File: src/rtl/uart_pkg.sv
// Shared constants and FSM encoding for the UART transmit arbiter.
// Imported by the interface, the FIFO and the arbiter top.
package uart_pkg;

  localparam int DEPTH_DEF        = 4;
  localparam int BUSY_TIMEOUT_DEF = 16;

  typedef enum logic [1:0] {
    IDLE      = 2'd0,
    ISSUE     = 2'd1,
    WAIT_BUSY = 2'd2,
    WAIT_IDLE = 2'd3
  } state_t;

endpackage

File: src/rtl/uart_tx_arbiter_if.sv
// Requester handshakes plus the uart_tx side of the arbiter.
// slave is the arbiter view, master the driving environment.
interface uart_tx_arbiter_if
  import uart_pkg::*;
#(
  parameter int DEPTH = DEPTH_DEF
);
  localparam int LW = $clog2(DEPTH) + 1;

  logic          req0_valid;
  logic [7:0]    req0_byte;
  logic          req0_ready;
  logic          req1_valid;
  logic [7:0]    req1_byte;
  logic          req1_ready;
  logic [7:0]    tx_byte;
  logic          tx_en;
  logic          tx_ready;
  logic          busy;
  logic [LW-1:0] level0;
  logic [LW-1:0] level1;

  modport slave (
    input  req0_valid, req0_byte,
    input  req1_valid, req1_byte,
    input  tx_ready,
    output req0_ready, req1_ready,
    output tx_byte, tx_en, busy,
    output level0, level1
  );

  modport master (
    output req0_valid, req0_byte,
    output req1_valid, req1_byte,
    output tx_ready,
    input  req0_ready, req1_ready,
    input  tx_byte, tx_en, busy,
    input  level0, level1
  );

endinterface

File: src/rtl/byte_fifo.sv
// Per-requester byte FIFO; power-of-two depth so pointers wrap freely.
// Pushes while full and pops while empty are ignored.
module byte_fifo #(
  parameter  int DEPTH = 4,
  localparam int AW    = $clog2(DEPTH),
  localparam int LW    = AW + 1
) (
  input  logic          clk,
  input  logic          rst,
  input  logic          push,
  input  logic [7:0]    din,
  input  logic          pop,
  output logic [7:0]    head,
  output logic [LW-1:0] level,
  output logic          full,
  output logic          empty
);

  logic [7:0]    mem_q [DEPTH];
  logic [AW-1:0] wptr_q, wptr_d;
  logic [AW-1:0] rptr_q, rptr_d;
  logic [LW-1:0] level_q, level_d;
  logic          do_push, do_pop;

  assign full    = level_q == LW'(DEPTH);
  assign empty   = level_q == '0;
  assign do_push = push && !full;
  assign do_pop  = pop && !empty;
  assign head    = mem_q[rptr_q];
  assign level   = level_q;

  always_comb begin
    wptr_d  = wptr_q + AW'(do_push);
    rptr_d  = rptr_q + AW'(do_pop);
    level_d = level_q + LW'(do_push)
            - LW'(do_pop);
  end

  always_ff @(posedge clk or posedge rst) begin
    if (rst) begin
      wptr_q  <= '0;
      rptr_q  <= '0;
      level_q <= '0;
    end else begin
      wptr_q  <= wptr_d;
      rptr_q  <= rptr_d;
      level_q <= level_d;
    end
  end

  // Storage needs no reset: level gates every read.
  always_ff @(posedge clk) begin
    if (do_push) mem_q[wptr_q] <= din;
  end

endmodule

File: src/rtl/uart_tx_arbiter.sv
// Two-requester round-robin arbiter feeding a single uart_tx.
// Grants from IDLE, pulses tx_en in ISSUE, then tracks uart busy.
module uart_tx_arbiter
  import uart_pkg::*;
#(
  parameter int DEPTH        = DEPTH_DEF,
  parameter int BUSY_TIMEOUT = BUSY_TIMEOUT_DEF
) (
  input logic              clk,
  input logic              rst,
  uart_tx_arbiter_if.slave bus
);

  localparam int CW = $clog2(BUSY_TIMEOUT + 1);

  state_t        state_q, state_d;
  logic [CW-1:0] cnt_q, cnt_d;
  logic          last_q, last_d;
  logic [7:0]    byte_q, byte_d;

  logic [7:0] head0, head1;
  logic       full0, full1;
  logic       empty0, empty1;
  logic       pop0, pop1;
  logic       gnt1;

  byte_fifo #(.DEPTH(DEPTH)) u_fifo0 (
    .clk   (clk),
    .rst   (rst),
    .push  (bus.req0_valid),
    .din   (bus.req0_byte),
    .pop   (pop0),
    .head  (head0),
    .level (bus.level0),
    .full  (full0),
    .empty (empty0)
  );

  byte_fifo #(.DEPTH(DEPTH)) u_fifo1 (
    .clk   (clk),
    .rst   (rst),
    .push  (bus.req1_valid),
    .din   (bus.req1_byte),
    .pop   (pop1),
    .head  (head1),
    .level (bus.level1),
    .full  (full1),
    .empty (empty1)
  );

  // On a tie, take req1 only if req0 was granted last.
  assign gnt1 = !empty1 && (empty0 || !last_q);

  always_comb begin
    state_d = state_q;
    cnt_d   = cnt_q;
    last_d  = last_q;
    byte_d  = byte_q;
    pop0    = 1'b0;
    pop1    = 1'b0;
    unique case (state_q)
      IDLE: begin
        if (bus.tx_ready && !(empty0 && empty1)) begin
          pop0    = !gnt1;
          pop1    = gnt1;
          byte_d  = gnt1 ? head1 : head0;
          last_d  = gnt1;
          state_d = ISSUE;
        end
      end
      ISSUE: begin
        cnt_d   = '0;
        state_d = WAIT_BUSY;
      end
      WAIT_BUSY: begin
        if (!bus.tx_ready) begin
          state_d = WAIT_IDLE;
        end else if (cnt_q == CW'(BUSY_TIMEOUT - 1)) begin
          state_d = IDLE;
        end else begin
          cnt_d = cnt_q + CW'(1);
        end
      end
      WAIT_IDLE: begin
        if (bus.tx_ready) state_d = IDLE;
      end
      default: state_d = IDLE;
    endcase
  end

  always_ff @(posedge clk or posedge rst) begin
    if (rst) begin
      state_q <= IDLE;
      cnt_q   <= '0;
      last_q  <= 1'b1;
      byte_q  <= '0;
    end else begin
      state_q <= state_d;
      cnt_q   <= cnt_d;
      last_q  <= last_d;
      byte_q  <= byte_d;
    end
  end

  assign bus.tx_en      = state_q == ISSUE;
  assign bus.tx_byte    = byte_q;
  assign bus.req0_ready = !full0;
  assign bus.req1_ready = !full1;
  assign bus.busy       = (state_q != IDLE)
                       || !empty0 || !empty1;

endmodule
File: src/flat_wrapper.sv
// flat-port wrapper written by rule: the top's interface ports become plain ports
module uart_tx_arbiter_flat import uart_pkg::*;
#(
  parameter int DEPTH        = DEPTH_DEF,
  parameter int BUSY_TIMEOUT = BUSY_TIMEOUT_DEF
)
  (clk, rst, bus_req0_valid, bus_req0_byte, bus_req1_valid, bus_req1_byte, bus_tx_ready, bus_req0_ready, bus_req1_ready, bus_tx_byte, bus_tx_en, bus_busy, bus_level0, bus_level1);
  uart_tx_arbiter_if #(.DEPTH(DEPTH)) bus_i ();
  input logic clk;
  input logic rst;
  input wire logic [$bits(bus_i.req0_valid)-1:0] bus_req0_valid;
  input wire logic [$bits(bus_i.req0_byte)-1:0] bus_req0_byte;
  input wire logic [$bits(bus_i.req1_valid)-1:0] bus_req1_valid;
  input wire logic [$bits(bus_i.req1_byte)-1:0] bus_req1_byte;
  input wire logic [$bits(bus_i.tx_ready)-1:0] bus_tx_ready;
  output wire logic [$bits(bus_i.req0_ready)-1:0] bus_req0_ready;
  output wire logic [$bits(bus_i.req1_ready)-1:0] bus_req1_ready;
  output wire logic [$bits(bus_i.tx_byte)-1:0] bus_tx_byte;
  output wire logic [$bits(bus_i.tx_en)-1:0] bus_tx_en;
  output wire logic [$bits(bus_i.busy)-1:0] bus_busy;
  output wire logic [$bits(bus_i.level0)-1:0] bus_level0;
  output wire logic [$bits(bus_i.level1)-1:0] bus_level1;
  assign bus_i.req0_valid = bus_req0_valid;
  assign bus_i.req0_byte = bus_req0_byte;
  assign bus_i.req1_valid = bus_req1_valid;
  assign bus_i.req1_byte = bus_req1_byte;
  assign bus_i.tx_ready = bus_tx_ready;
  assign bus_req0_ready = bus_i.req0_ready;
  assign bus_req1_ready = bus_i.req1_ready;
  assign bus_tx_byte = bus_i.tx_byte;
  assign bus_tx_en = bus_i.tx_en;
  assign bus_busy = bus_i.busy;
  assign bus_level0 = bus_i.level0;
  assign bus_level1 = bus_i.level1;
  uart_tx_arbiter #(.DEPTH(DEPTH), .BUSY_TIMEOUT(BUSY_TIMEOUT)) u_core (.clk(clk), .rst(rst), .bus(bus_i));
endmodule
File: config.mk
export PLATFORM = sky130hd
export DESIGN_NAME = uart_tx_arbiter_flat
export DESIGN_NICKNAME = d
export VERILOG_FILES = /design/src/rtl/uart_pkg.sv /design/src/rtl/uart_tx_arbiter_if.sv /design/src/rtl/byte_fifo.sv /design/src/rtl/uart_tx_arbiter.sv /design/src/flat_wrapper.sv
export SDC_FILE = /design/constraint.sdc
export NUM_CORES = 1
export LEC_CHECK = 0
export CAP_MARGIN = 40
export CORE_MARGIN = 10
export CORE_UTILIZATION = 51
export DETAILED_ROUTE_END_ITERATION = 8
export PLACE_DENSITY = 0.83
export SYNTH_ARGS = -nofsm -noshare
export SYNTH_HDL_FRONTEND = slang
export SYNTH_SLANG_ARGS = --single-unit
export TNS_END_PERCENT = 50
File: constraint.sdc
create_clock -name clk -period 2.2 [get_ports clk]
set_input_delay 0.44 -clock clk [delete_from_list [all_inputs] [get_ports clk]]
set_output_delay 0.44 -clock clk [all_outputs]
set_load 0.01 [all_outputs]
==> results of run 1 <==
cells in the final DEF, fill, tap and decap left out, drive strengths merged, types with 2 or more instances in the layout:
cell type / Yosys / final
a21o: 2 / 2
buf: 6 / 29
clkdlybuf4s50: 0 / 36
xor2: 4 / 4
nand2: 26 / 26
and2: 2 / 2
nand2b: 3 / 3
nor3: 5 / 5
a21oi: 4 / 4
o21ai: 4 / 4
fa: 2 / 2
ha: 11 / 11
nand3: 2 / 2
clkinvlp: 0 / 2
mux4: 16 / 16
dfrtp: 29 / 29
nor2: 4 / 4
nand4: 3 / 3
xnor2: 8 / 8
clkbuf: 1 / 10
a22oi: 8 / 8
nor3b: 5 / 5
and3: 4 / 4
inv: 13 / 17
edfxtp: 64 / 64
worst reg2reg max path: stages (launching register included):
cell and delay, ns:
dfrtp_2 0.41, or3_4 0.41, a211oi_4 0.24, xnor2_1 0.15, ha_2 0.19, inv_2 0.03
fa_2 0.35, xnor2_2 0.15, xnor2_1 0.12
logic make-up after synthesis:
group | count (synthesis) | synth area share (%)
AO/OA/AOI/OAI | 26 | 4.878
XOR/XNOR | 12 | 2.869
adder cells (fa/ha/maj) | 13 | 4.527
buffers and inverters | 20 | 2.359
flip-flops | 94 | 68.12
multiplexers | 17 | 9.468
AND/OR/NAND/NOR | 58 | 7.779
path summary, 6_finish.rpt:
check                                                     to  cells past startpoint                              start  slack, ns
hold / removal                   u_core.cnt_q[4]$_DFFE_PP0P_                      3                                rst       0.46
setup reg to reg           u_core.u_fifo1.level[2]$_DFF_PP0_                      8  u_core.u_fifo0.level[1]$_DFF_PP0_       0.07
max in group asynchronous          u_core.last_q$_DFFE_PP1P_                      3                                rst       1.42
hold reg to reg            u_core.bus.tx_byte[7]$_DFFE_PP0P_                      2  u_core.bus.tx_byte[7]$_DFFE_PP0P_       0.49
setup / recovery           u_core.u_fifo1.level[2]$_DFF_PP0_                      8  u_core.u_fifo0.level[1]$_DFF_PP0_       0.07
min in group clk           u_core.bus.tx_byte[7]$_DFFE_PP0P_                      2  u_core.bus.tx_byte[7]$_DFFE_PP0P_       0.49
area by class of cell:
cell class,count,area (µm²)
sequential,94,2676
clock buffer,10,127.6
fill,539,2544
clock inverter,6,52.55
multi-input combinational,126,1194
timing repair buffer,67,603.1
tap,99,123.9
inverter,13,48.80
sequential cells by signal, summed over array words and instances, names as in the netlist:
register and count:
u_core.u_fifo0.rptr_q 2, u_core.state_q 2, u_core.u_fifo0.mem_q 32, u_core.u_fifo0.level 3
u_core.u_fifo0.wptr_q 2, u_core.u_fifo1.wptr_q 2, u_core.u_fifo1.mem_q 32, u_core.bus.tx_byte 8
u_core.last_q 1, u_core.u_fifo1.rptr_q 2, u_core.cnt_q 5, u_core.u_fifo1.level 3
synth_stat cells (3+ instances only):
master / instances / area (µm²)
nor3_1: 4 / 20.02
xnor2_1: 8 / 70.07
and3_1: 4 / 25.02
o21ai_0: 4 / 20.02
mux4_2: 16 / 360.4
nor2_1: 4 / 15.01
a21oi_1: 4 / 20.02
inv_1: 13 / 48.80
a22oi_1: 8 / 60.06
nand2b_1: 3 / 18.77
xor2_1: 3 / 26.28
ha_1: 11 / 137.6
nor3b_1: 5 / 37.54
edfxtp_1: 64 / 1922
nand4_1: 3 / 18.77
dfrtp_1: 29 / 725.7
nand2_1: 26 / 97.59
report_power, final:
part           total [µW]  switching (µW)  internal [µW]
Clock                1040             611            431
Sequential           2770             350           2420
Combinational        2470            1140           1320
Total                6280            2110           4170
through the flow:
step	setup WS (ns)	cell area, µm²	std cells	util, %
after global placement	-0.1520	4603	398	62.46
after CTS	0.04695	4790	415	64.99
after floorplan	-0.1115	3933	240	-
final	0.06745	4826	415	65.48
after global routing	-0.03142	4826	415	65.48
after detailed placement	-0.1761	4603	398	62.46
repair_timing:
action,CTS,global route
buffers inserted,1,0
gates resized for setup,1,9
setup endpoints to repair,1,2
pin swaps,1,1
layer usage:
metal,GRT usage [%],wire (µm)
met1,15.90,2993
met3,4.251,434
met5,0,0
met4,3.721,87
met2,22.38,3819
==> results.json, run 1 <==
{
  "status": "completed",
  "overflow": 0,
  "wl_um": 7335,
  "power_uw": 6281,
  "synthArstFlopShare_pct": 31.91,
  "hold_path.class": "primary input to asynchronous set/reset pin",
  "firstDrtPassIters": 6,
  "area_growth_pct": 22.95,
  "cts_buffers": 9,
  "yosysSeqAreaShare_pct": 68.12,
  "hpwl_um": 5325,
  "post_drt_wl_per_cell_um": 17.67,
  "power_per_cell_area_nw_per_um2": 1301,
  "drv_cap": 0,
  "synth_edf_count": 64,
  "period_share_pct": 96.93,
  "cts_tree": "built",
  "setup_viol": 0,
  "crit_type": "register to register",
  "cts_max_level": 3,
  "synthesis.area_um2": 3925,
  "clk_pin_slew_ns": 0.09,
  "grt_max_degree": 31,
  "maxSlewHeadroom_pct": 72.58,
  "synthDistinctLibCells": 42,
  "syn_area_per_cell_um2": 16.35,
  "cp_cell_sequence": "or3_4 > a211oi_4 > xnor2_1 > ha_2 > inv_2 > fa_2 > xnor2_2 > xnor2_1",
  "worstMarginPinSlew_ns": 0.4114,
  "initial_core_util_pct": 53.26,
  "fin_nets": 345,
  "core_um2": 7370,
  "antenna_left": 0,
  "ys_warn_count": 0,
  "cts_root_buf": "clkbuf_8",
  "clock_sinks": 94,
  "crit_top_cell": "xnor2_1",
  "dr_total_vias": 2245,
  "grt_use_total_pct": 13.25,
  "ios": 39,
  "drv_slew": 0,
  "drive_gt1_share_pct": 24.68,
  "drc": 0,
  "hold_viol": 0,
  "fin_worst_skew_ns": 0.009646,
  "yosys_most_used_dff": "edfxtp_1",
  "netlist_instances": 240,
  "grt_pass1_wl_um": 11850,
  "cp_top_family": "adder cells",
  "worst-endpoint-arrival_ns": 2.39,
  "fin_setup_tns_ns": 0,
  "cp_slowest_cell": "dfrtp_2",
  "die_h_um": 107.7,
  "cp-end-kind": "register",
  "period_needed_ns": 2.133,
  "path_max_fanout": 2,
  "antenna_found_initial": 0,
  "row_count": 31,
  "drt_iter0_drc": 127,
  "cts_hold_buf": 0,
  "critPathBufInv": 1,
  "rsz0062_at_grt": "yes",
  "clockBufferDepth": 2,
  "critPathLaunchType": "register",
  "max_stage_delay_ns": 0.41,
  "fmax_ghz": 0.4689,
  "vias_per_cell": 5.410,
  "required_ns": 2.46,
  "antenna_cells": 0,
  "die-area_um2": 11600,
  "syn_nets": 274,
  "leakage_uw": 0.001843,
  "peakVddDrop_uv": 593.1,
  "gp_congestion": 0.7640,
  "clock_latency_ns": 0.36,
  "die_w_um": 107.7,
  "io_buffers": 38,
  "timing.hold.ws_ns": 0.4580,
  "grt_pass1_vias": 2309,
  "ys_ff_latch": 94
}
Note: power is estimated with default switching activity, not from simulation.
==> run 2, diff against run 1 <==
--- a/config.mk
+++ b/config.mk
@@ -7,3 +7,2 @@
 export LEC_CHECK = 0
-export CAP_MARGIN = 40
 export CORE_MARGIN = 10
==> constraint.sdc (replaced) <==
create_clock -name clk -period 2.2 [get_ports clk]
set_input_delay 0.22 -clock clk [delete_from_list [all_inputs] [get_ports clk]]
set_output_delay 0.22 -clock clk [all_outputs]
set_load 0.01 [all_outputs]
==> run 2 against run 1 <==
Global-route usage up 0.46 points. Largest cell class unchanged. Hold slack worse by 0.21 ns. Combinational power down 2%.
==> results.json, run 2 (synthesis results as in run 1) <==
{
  "antenna_left": 0,
  "post_drt_wl_per_cell_um": 18.03,
  "period_share_pct": 99.00,
  "final_util_pct": 64.94,
  "drv_slew": 0,
  "num-fill-cells": 535,
  "cp_top_family": "adder cells",
  "critPathBufInv": 1,
  "antenna_found_initial": 0,
  "critPathLaunchType": "register",
  "cts_tree": "built",
  "cts_root_buf": "clkbuf_8",
  "cts_max_level": 3,
  "grt_pass1_wl_um": 12170,
  "grt_use_total_pct": 13.72,
  "cp-startpoint": "u_core.u_fifo0.level[1]$_DFF_PP0_",
  "fmax_ghz": 0.4591,
  "die_h_um": 107.7,
  "grt_pass1_vias": 2368,
  "multi_input_area_um2": 1185,
  "clock_latency_ns": 0.36,
  "hold_path.class": "primary input to asynchronous set/reset pin",
  "row_count": 31,
  "required_ns": 2.47,
  "hpwl_um": 5308,
  "core_um2": 7370,
  "leakage_uw": 0.001814,
  "antenna_cells": 0,
  "pre_cts_slack_ns": -0.005231,
  "peakVddDrop_uv": 706.5,
  "grt_max_degree": 31,
  "drt_iter0_drc": 123,
  "overflow": 0,
  "die_w_um": 107.7,
  "setup_ws_ns": 0.02202,
  "seq_area_um2": 2676,
  "r2r-start": "u_core.u_fifo0.level[1]$_DFF_PP0_",
  "io_buffers": 38,
  "worst-endpoint-arrival_ns": 2.45,
  "clk_pin_slew_ns": 0.09,
  "fin_worst_skew_ns": 0.01479,
  "drc": 0,
  "max_stage_delay_ns": 0.41,
  "crit_type": "register to register",
  "power_per_cell_area_nw_per_um2": 1313,
  "layout_commonest_cell": "edfxtp_1",
  "period_needed_ns": 2.178,
  "path_max_fanout": 2,
  "die-area_um2": 11600,
  "rsz0062_at_grt": "yes",
  "cp_slowest_cell": "dfrtp_2",
  "clock_sinks": 94,
  "ios": 39,
  "wl_um": 7373,
  "setup_viol": 0,
  "gp_congestion": 0.7625,
  "clockBufferDepth": 2,
  "fin_nets": 339,
  "firstDrtPassIters": 5,
  "fin_setup_tns_ns": 0,
  "status": "completed",
  "maxSlewHeadroom_pct": 70.14,
  "worstMarginPinSlew_ns": 0.4478,
  "vias_per_cell": 5.381,
  "cp_cell_sequence": "or3_4 > a211oi_4 > xnor2_1 > ha_2 > inv_2 > fa_2 > xnor2_2 > xnor2_1",
  "area_growth_pct": 21.93,
  "final_cell_mix": "64 x edfxtp_1, 38 x clkdlybuf4s50_1, 27 x dfrtp_1",
  "initial_core_util_pct": 53.26,
  "dr_total_vias": 2201,
  "cts_buffers": 9,
  "cts_hold_buf": 0,
  "crit_top_cell": "xnor2_1",
  "drive_gt1_share_pct": 22.90,
  "drv_cap": 0,
  "hold_viol": 0,
  "cp-end-kind": "register",
  "power_uw": 6284
}
==> run 2: cell count changes in the layout (fill, tap and decap cells not counted), moves of 2 or more <==
cell / before / now
clkinv_4: 0 / 2
clkdlybuf4s50_1: 36 / 38
inv_6: 3 / 1
buf_4: 28 / 23
==> run 2: what timing repair did <==
action	CTS	global route
setup endpoints to repair	0	2
buffers inserted	0	0
gates resized for setup	0	6
==> run 2: routing by layer <==
layer,track usage [%],vias up,wire (µm)
met2,21.77,52,3691
met5,0,-,0
met4,3.721,0,57
li1,-,1030,-
met1,17.42,1112,3189
met3,4.850,7,435
==> run 2: stage by stage <==
stage               instance area, µm²  hold slack (ns)  cells
global route                      4786           0.2782    409
finish                            4786           0.2516    409
floorplan                         3933           0.3099    240
global placement                  4566           0.4708    393
CTS                               4765           0.2561    409
detailed placement                4566           0.4592    393
==> run 2: worst min-delay path, delay by kind of cell <==
| kind | cells | cell delay, ns |
|---|---|---|
| buf+inv | 3 | 0.81 |
==> run 2: cell type report <==
| type | instances | area share (%) |
|---|---|---|
| inverters | 13 | 1.020 |
| well taps | 99 | 2.588 |
| clock buffers | 10 | 2.667 |
| multi-input cells | 126 | 24.76 |
| clock inverters | 6 | 1.490 |
| flip-flops and latches | 94 | 55.92 |
| repair buffers | 61 | 11.56 |
==> run 2: path summary, 6_finish.rpt <==
kind | to | slack, ns | cells after the start
max in group asynchronous | u_core.last_q$_DFFE_PP1P_ | 1.61 | 3
setup reg to reg | u_core.u_fifo1.level[2]$_DFF_PP0_ | 0.02 | 8
hold reg to reg | u_core.bus.tx_byte[5]$_DFFE_PP0P_ | 0.48 | 2
setup / recovery | u_core.u_fifo1.level[2]$_DFF_PP0_ | 0.02 | 8
min in group clk | u_core.bus.tx_byte[5]$_DFFE_PP0P_ | 0.48 | 2
hold / removal | u_core.cnt_q[1]$_DFFE_PP0P_ | 0.25 | 3
==> run 2: report_power, final <==
part           internal (µW)  switching, µW  total [µW]
Combinational           1260           1140        2410
Clock                    533            593        1130
Sequential              2420            331        2750
==> run 3, diff against run 2 <==
Settings changed: CORE_UTILIZATION 51 to 50, CTS_BUF_LIST set to sky130_fd_sc_hd__clkbuf_2 sky130_fd_sc_hd__clkbuf_4 sky130_fd_sc_hd__clkbuf_8, PLACE_DENSITY 0.83 to 0.82.
==> run 3 against run 2 <==
Non-clock buffer count increased by 1. Core utilization down 2.6 points. First-iteration DRC count shrank 13%. Register-to-register slack better by 0.02 ns. Largest cell class unchanged. Cell count increased by 0.98%. Worst setup slack improved by 0.019 ns. Routed wire length up 2.5%. Clock power decreased by 11%.
==> results.json, run 3 (synthesis results as in run 1) <==
{
  "drc": 0,
  "antenna_left": 0,
  "reg2regPathDepth": 8,
  "r2r_setup_slack_ns": 0.04,
  "setup_viol": 0,
  "final_cell_mix": "64 x edfxtp_1, 38 x clkdlybuf4s50_1, 27 x dfrtp_1",
  "fmax_ghz": 0.4631,
  "layout_commonest_cell": "edfxtp_1",
  "peakVddDrop_uv": 754.4,
  "cts_buffers": 9,
  "path_max_fanout": 2,
  "cts_root_buf": "clkbuf_8",
  "ios": 39,
  "crit_type": "register to register",
  "maxSlewHeadroom_pct": 69.74,
  "antenna_found_initial": 0,
  "die_h_um": 108.6,
  "cp_slowest_cell": "dfrtp_2",
  "power_per_cell_area_nw_per_um2": 1308,
  "cts_hold_buf": 0,
  "cts_tree": "built",
  "initial_core_util_pct": 51.06,
  "cts_max_level": 3,
  "fin_nets": 340,
  "grt_pass1_vias": 2458,
  "row_count": 32,
  "antenna_cells": 0,
  "clk_pin_slew_ns": 0.09,
  "worst-endpoint-arrival_ns": 2.41,
  "core_um2": 7687,
  "io_buffers": 38,
  "r2r-start": "u_core.u_fifo0.level[1]$_DFF_PP0_",
  "fin_setup_tns_ns": 0,
  "clock_sinks": 94,
  "period_needed_ns": 2.159,
  "leakage_uw": 0.001815,
  "firstDrtPassIters": 4,
  "worstMarginPinSlew_ns": 0.4539,
  "crit_top_cell": "xnor2_1",
  "required_ns": 2.45,
  "hold_path.class": "primary input to asynchronous set/reset pin",
  "grt_use_total_pct": 13.85,
  "fin_worst_skew_ns": 0.008453,
  "cp-end-kind": "register",
  "rsz0062_at_grt": "yes",
  "dr_total_vias": 2228,
  "final_util_pct": 62.30,
  "cp_cell_sequence": "or3_4 > a211oi_4 > xnor2_1 > ha_2 > inv_2 > fa_2 > xnor2_2 > xnor2_1",
  "grt_max_degree": 31,
  "die_w_um": 108.6,
  "drive_gt1_share_pct": 23.15,
  "wl_um": 7554,
  "drv_cap": 0,
  "hold_viol": 0,
  "post_drt_wl_per_cell_um": 18.29,
  "grt_pass1_wl_um": 12430,
  "drt_iter0_drc": 107,
  "hpwl_um": 5586,
  "drv_slew": 0,
  "area_growth_pct": 22.03,
  "cts_setup_buffers": 0,
  "max_stage_delay_ns": 0.41,
  "die-area_um2": 11790,
  "vias_per_cell": 5.395,
  "status": "completed",
  "clock_latency_ns": 0.36,
  "r2r-end": "u_core.u_fifo1.level[2]$_DFF_PP0_",
  "clockBufferDepth": 2,
  "critPathLaunchType": "register",
  "period_share_pct": 98.15,
  "gp_congestion": 0.7588,
  "num-fill-cells": 590,
  "overflow": 0
}
-- run 3: repair_timing --
item / 4_1_cts / 5_1_grt
endpoints found under the setup margin: 2 / 3
pin swaps: 1 / 0
endpoints found under the hold margin: 0 / 0
resized for setup: 3 / 4
-- run 3: layout make-up --
cell class	count	area, µm²	area share, %
clock buffer	9	123.9	2.586
clock inverter	7	46.29	0.9666
inverter	13	48.80	1.019
multi-input combinational	126	1194	24.92
sequential	94	2676	55.88
tap	102	127.6	2.665
timing repair buffer	62	573.1	11.96
-- run 3: worst max-delay path by stage --
stage                     cells after the start  slack [ns]                              start                                 to
after detailed placement                      8       0.007  u_core.u_fifo0.level[1]$_DFF_PP0_  u_core.u_fifo0.level[2]$_DFF_PP0_
final                                         8        0.04  u_core.u_fifo0.level[1]$_DFF_PP0_  u_core.u_fifo1.level[2]$_DFF_PP0_
after CTS                                     8       0.005  u_core.u_fifo0.level[1]$_DFF_PP0_  u_core.u_fifo1.level[2]$_DFF_PP0_
after global routing                          8       -0.05  u_core.u_fifo0.level[1]$_DFF_PP0_  u_core.u_fifo1.level[2]$_DFF_PP0_
after floorplan                               9       -0.11  u_core.u_fifo0.level[1]$_DFF_PP0_  u_core.u_fifo1.level[2]$_DFF_PP0_
after global placement                        9        0.08                       bus_tx_ready  u_core.u_fifo1.level[2]$_DFF_PP0_
-- run 3: worst max-delay path, delay by kind of cell, from the launching register on --
family,cells,cell delay (ns)
XOR/XNOR,3,0.42
adder cells (fa/ha/maj),2,0.54
AND/OR/NAND/NOR,1,0.40
AO/OA/AOI/OAI,1,0.24
buffers and inverters,1,0.04
flip-flops,1,0.41
-- run 3: per-layer routing --
| metal | wire length [µm] | GRT usage, % | vias up |
|---|---|---|---|
| met5 | 0 | 0 | - |
| met4 | 146 | 6.309 | 0 |
| met2 | 3838 | 23.10 | 65 |
| li1 | - | - | 1037 |
| met3 | 493 | 3.093 | 11 |
| met1 | 3076 | 16.85 | 1115 |
-- run 3: metrics by stage --
stage | setup slack, ns | total power [µW] | std cells | instance area (µm²) | hold WS [ns]
after floorplan | -0.1115 | 4172 | 240 | 3933 | 0.3099
after global placement | 0.08064 | 5086 | 397 | 4589 | 0.4817
after detailed placement | 0.006699 | 5246 | 397 | 4589 | 0.4864
after CTS | 0.005355 | 6277 | 413 | 4772 | 0.2471
after global routing | -0.05328 | 6681 | 413 | 4790 | 0.2870
final | 0.04061 | 6267 | 413 | 4790 | 0.2491
-- run 3: where the power goes --
group	switching [µW]	internal (µW)
Sequential	349	2420
Combinational	1160	1330
Clock	596	411
==> variant: new RTL, flow settings as in run 1 <==
`BUSY_TIMEOUT_DEF`: 16 -> 8.
--- a/src/rtl/uart_pkg.sv
+++ b/src/rtl/uart_pkg.sv
@@ -4,5 +4,5 @@
 
   localparam int DEPTH_DEF        = 4;
-  localparam int BUSY_TIMEOUT_DEF = 16;
+  localparam int BUSY_TIMEOUT_DEF = 8;
 
   typedef enum logic [1:0] {
Behaviour: same outputs for any inputs over 10 cycles, from zero or initial values and one cycle with rst high; that may be too few to reach the edited logic, so the function may still have changed.
==> variant against run 1 <==
Utilization increased by 0.56 points; fmax fell by 2.7%; cell area shrank 0.21%; routed wire length decreased by 3.0%; setup slack lost 0.059 ns; count of clock-buffer cells in the layout fell by 1; area after synthesis is 2.1% lower; clock skew shrank 0.00054 ns; highest routed layer unchanged; sequential cell count down 1; total power increased by 1.5%; first-iteration DRC count fell by 21%; largest cell class unchanged.
==> variant: results (changes against run 1) <==
INFO  metric timing.critical_path.slowest_cell_delay = 0.47 ns (+0.06 ns)
INFO  metric share_of_synthesized_flip_flops_with_an_asynchronous_set_or_reset = 0.312 (-0.00732)
INFO  metric grt_start_max_net_pins = 30 (-3.2%)
INFO  metric number_of_antenna_violations_at_the_first_check_in_global_routing = 0 (unchanged)
INFO  metric yosys-mux-area-fraction = 0.0964 (+0.00168)
INFO  metric worst-path-max-fanout = 4 (+2)
INFO  metric ys_seq_area_frac = 0.689 (+0.00790)
INFO  metric static-leakage-power = 1.83 nW (-0.64%)
INFO  metric grt_usage = 0.135 (+0.00242)
INFO  metric clock-root-buffer = clkbuf_8
INFO  metric adder_cell_share_of_the_synthesized_area = 0.0430 (-0.00230)
INFO  metric num_vias = 2217 (-1.2%)
INFO  metric cts-htree-levels = 3 (unchanged)
INFO  metric synth_fp_nets = 265 (-3.3%)
INFO  metric max-vdd-ir-drop = 0.000557 V (-6.1%)
INFO  metric outcome = finished clean
INFO  metric synth.lib_cells_used.distinct = 42 (unchanged)
INFO  metric postCtsSetupRepairBufs = 3 (+2)
INFO  metric fin_worst_skew = 0.00911 ns (-0.000539 ns)
INFO  metric arrival_time_worst_endpoint = 1.75 ns (-0.64 ns)
INFO  metric cts_inserted_buffers = 9 (unchanged)
INFO  metric dpl.hpwl = 5.07 mm (-4.8%)
INFO  metric drc = 0 (unchanged)
INFO  metric max_slew.worst_pin.slew = 0.563 ns (+0.152 ns)
INFO  metric design.final.nets = 340 (-1.4%)
INFO  metric number_of_detailed_routing_iterations_run_before_antenna_repair = 4 (-2)
INFO  metric final_layout_size_suffix_gt1_frac = 0.250 (+0.00316)
INFO  metric max-clock-path-buffers = 2 (unchanged)
INFO  metric post-place-ws = -0.109 ns (+0.0671 ns)
INFO  metric clock_latency = 0.34 ns (-0.02 ns)
INFO  metric gp_congestion = 0.742 (-2.8%)
INFO  metric num_antenna_cells = 0 (unchanged)
INFO  metric routed_wire_length_per_instance = 17.3 microns (-2.1%)
INFO  metric grt_first_pass_wirelength = 12.0 mm (+1.7%)
INFO  metric number_of_global_route_vias_before_repair = 2436 (+5.5%)
INFO  metric synth_compound_area_frac = 0.0534 (+0.00461)
INFO  metric cp_slowest_cell = or3_2
INFO  metric synthTopCellsByCount = 64 x edfxtp_1, 29 x nand2_1, 28 x dfrtp_1
INFO  metric drt_first_iter_violations = 100 (-21%)
INFO  metric synthDominantAreaCellType = edfxtp_1
INFO  metric path_class = reg2out
INFO  metric post_synth_main_area_contributors = edfxtp_1 50%, dfrtp_1 18%, mux4_2 9.4%, ha_1 3.3%, nand2_1 2.8%
INFO  metric placed_cell_area = 4550 sq um (-1.2%)
INFO  metric post_cts_resized = 7 (+6)
INFO  metric synth-xor-area-share = 0.0273 (-0.00135)
==> variant: metrics by stage <==
stage,instances,utilization
after CTS,410,0.659
final,411,0.660
after detailed placement,391,0.624
after floorplan,232,-
after global placement,391,0.624
after global routing,411,0.660
==> variant: cell families (layout without fill, tap and decap cells) <==
group	Yosys count	in the layout
muxes	17	17
AOI/OAI and AO/OA	23	23
xor gates and xnor gates	12	12
and+or+nand+nor	53	53
DFF	93	93
adders and majority gates	12	12
buffers and inverters	22	102
==> variant: final timing paths <==
path / from / to / slack (ns)
setup / recovery: u_core.u_fifo0.level[1] / bus_busy / 0.008
hold / removal: rst / u_core.state_q[0] / 0.45
setup reg to reg: u_core.u_fifo0.level[1] / u_core.u_fifo1.level[2] / 0.02
hold reg to reg: u_core.bus.tx_byte[5] / u_core.bus.tx_byte[5] / 0.48
max in group asynchronous: rst / u_core.last_q / 1.43
min in group clk: u_core.bus.tx_byte[5] / u_core.bus.tx_byte[5] / 0.48
==> variant: layout make-up <==
type	count	area (sq um)
well taps	99	124
clock buffers	9	124
fillers	531	2480
repair buffers	73	648
inverters	13	48.8
multi-input cells	117	1120
flip-flops and latches	93	2650
clock inverters	7	97.6
==> variant: worst max-delay path: cells and delay by family, from the launching register on <==
kind | cells | cell delay [ns]
buffers and inverters | 1 | 0.14
flip-flops | 1 | 0.38
AND/OR/NAND/NOR | 2 | 0.89
==> variant: routing by layer <==
layer,track usage,wire (microns),vias up
met5,0,0,-
met4,0.0774,174,0
met3,0.0287,268,12
met2,0.229,3680,51
met1,0.155,2990,1130
li1,-,-,1024
==> variant: report_power, final <==
group	internal, mW	switching, mW
Sequential	2.39	0.357
Clock	0.648	0.582
Combinational	1.34	1.06
Total	4.37	2.00
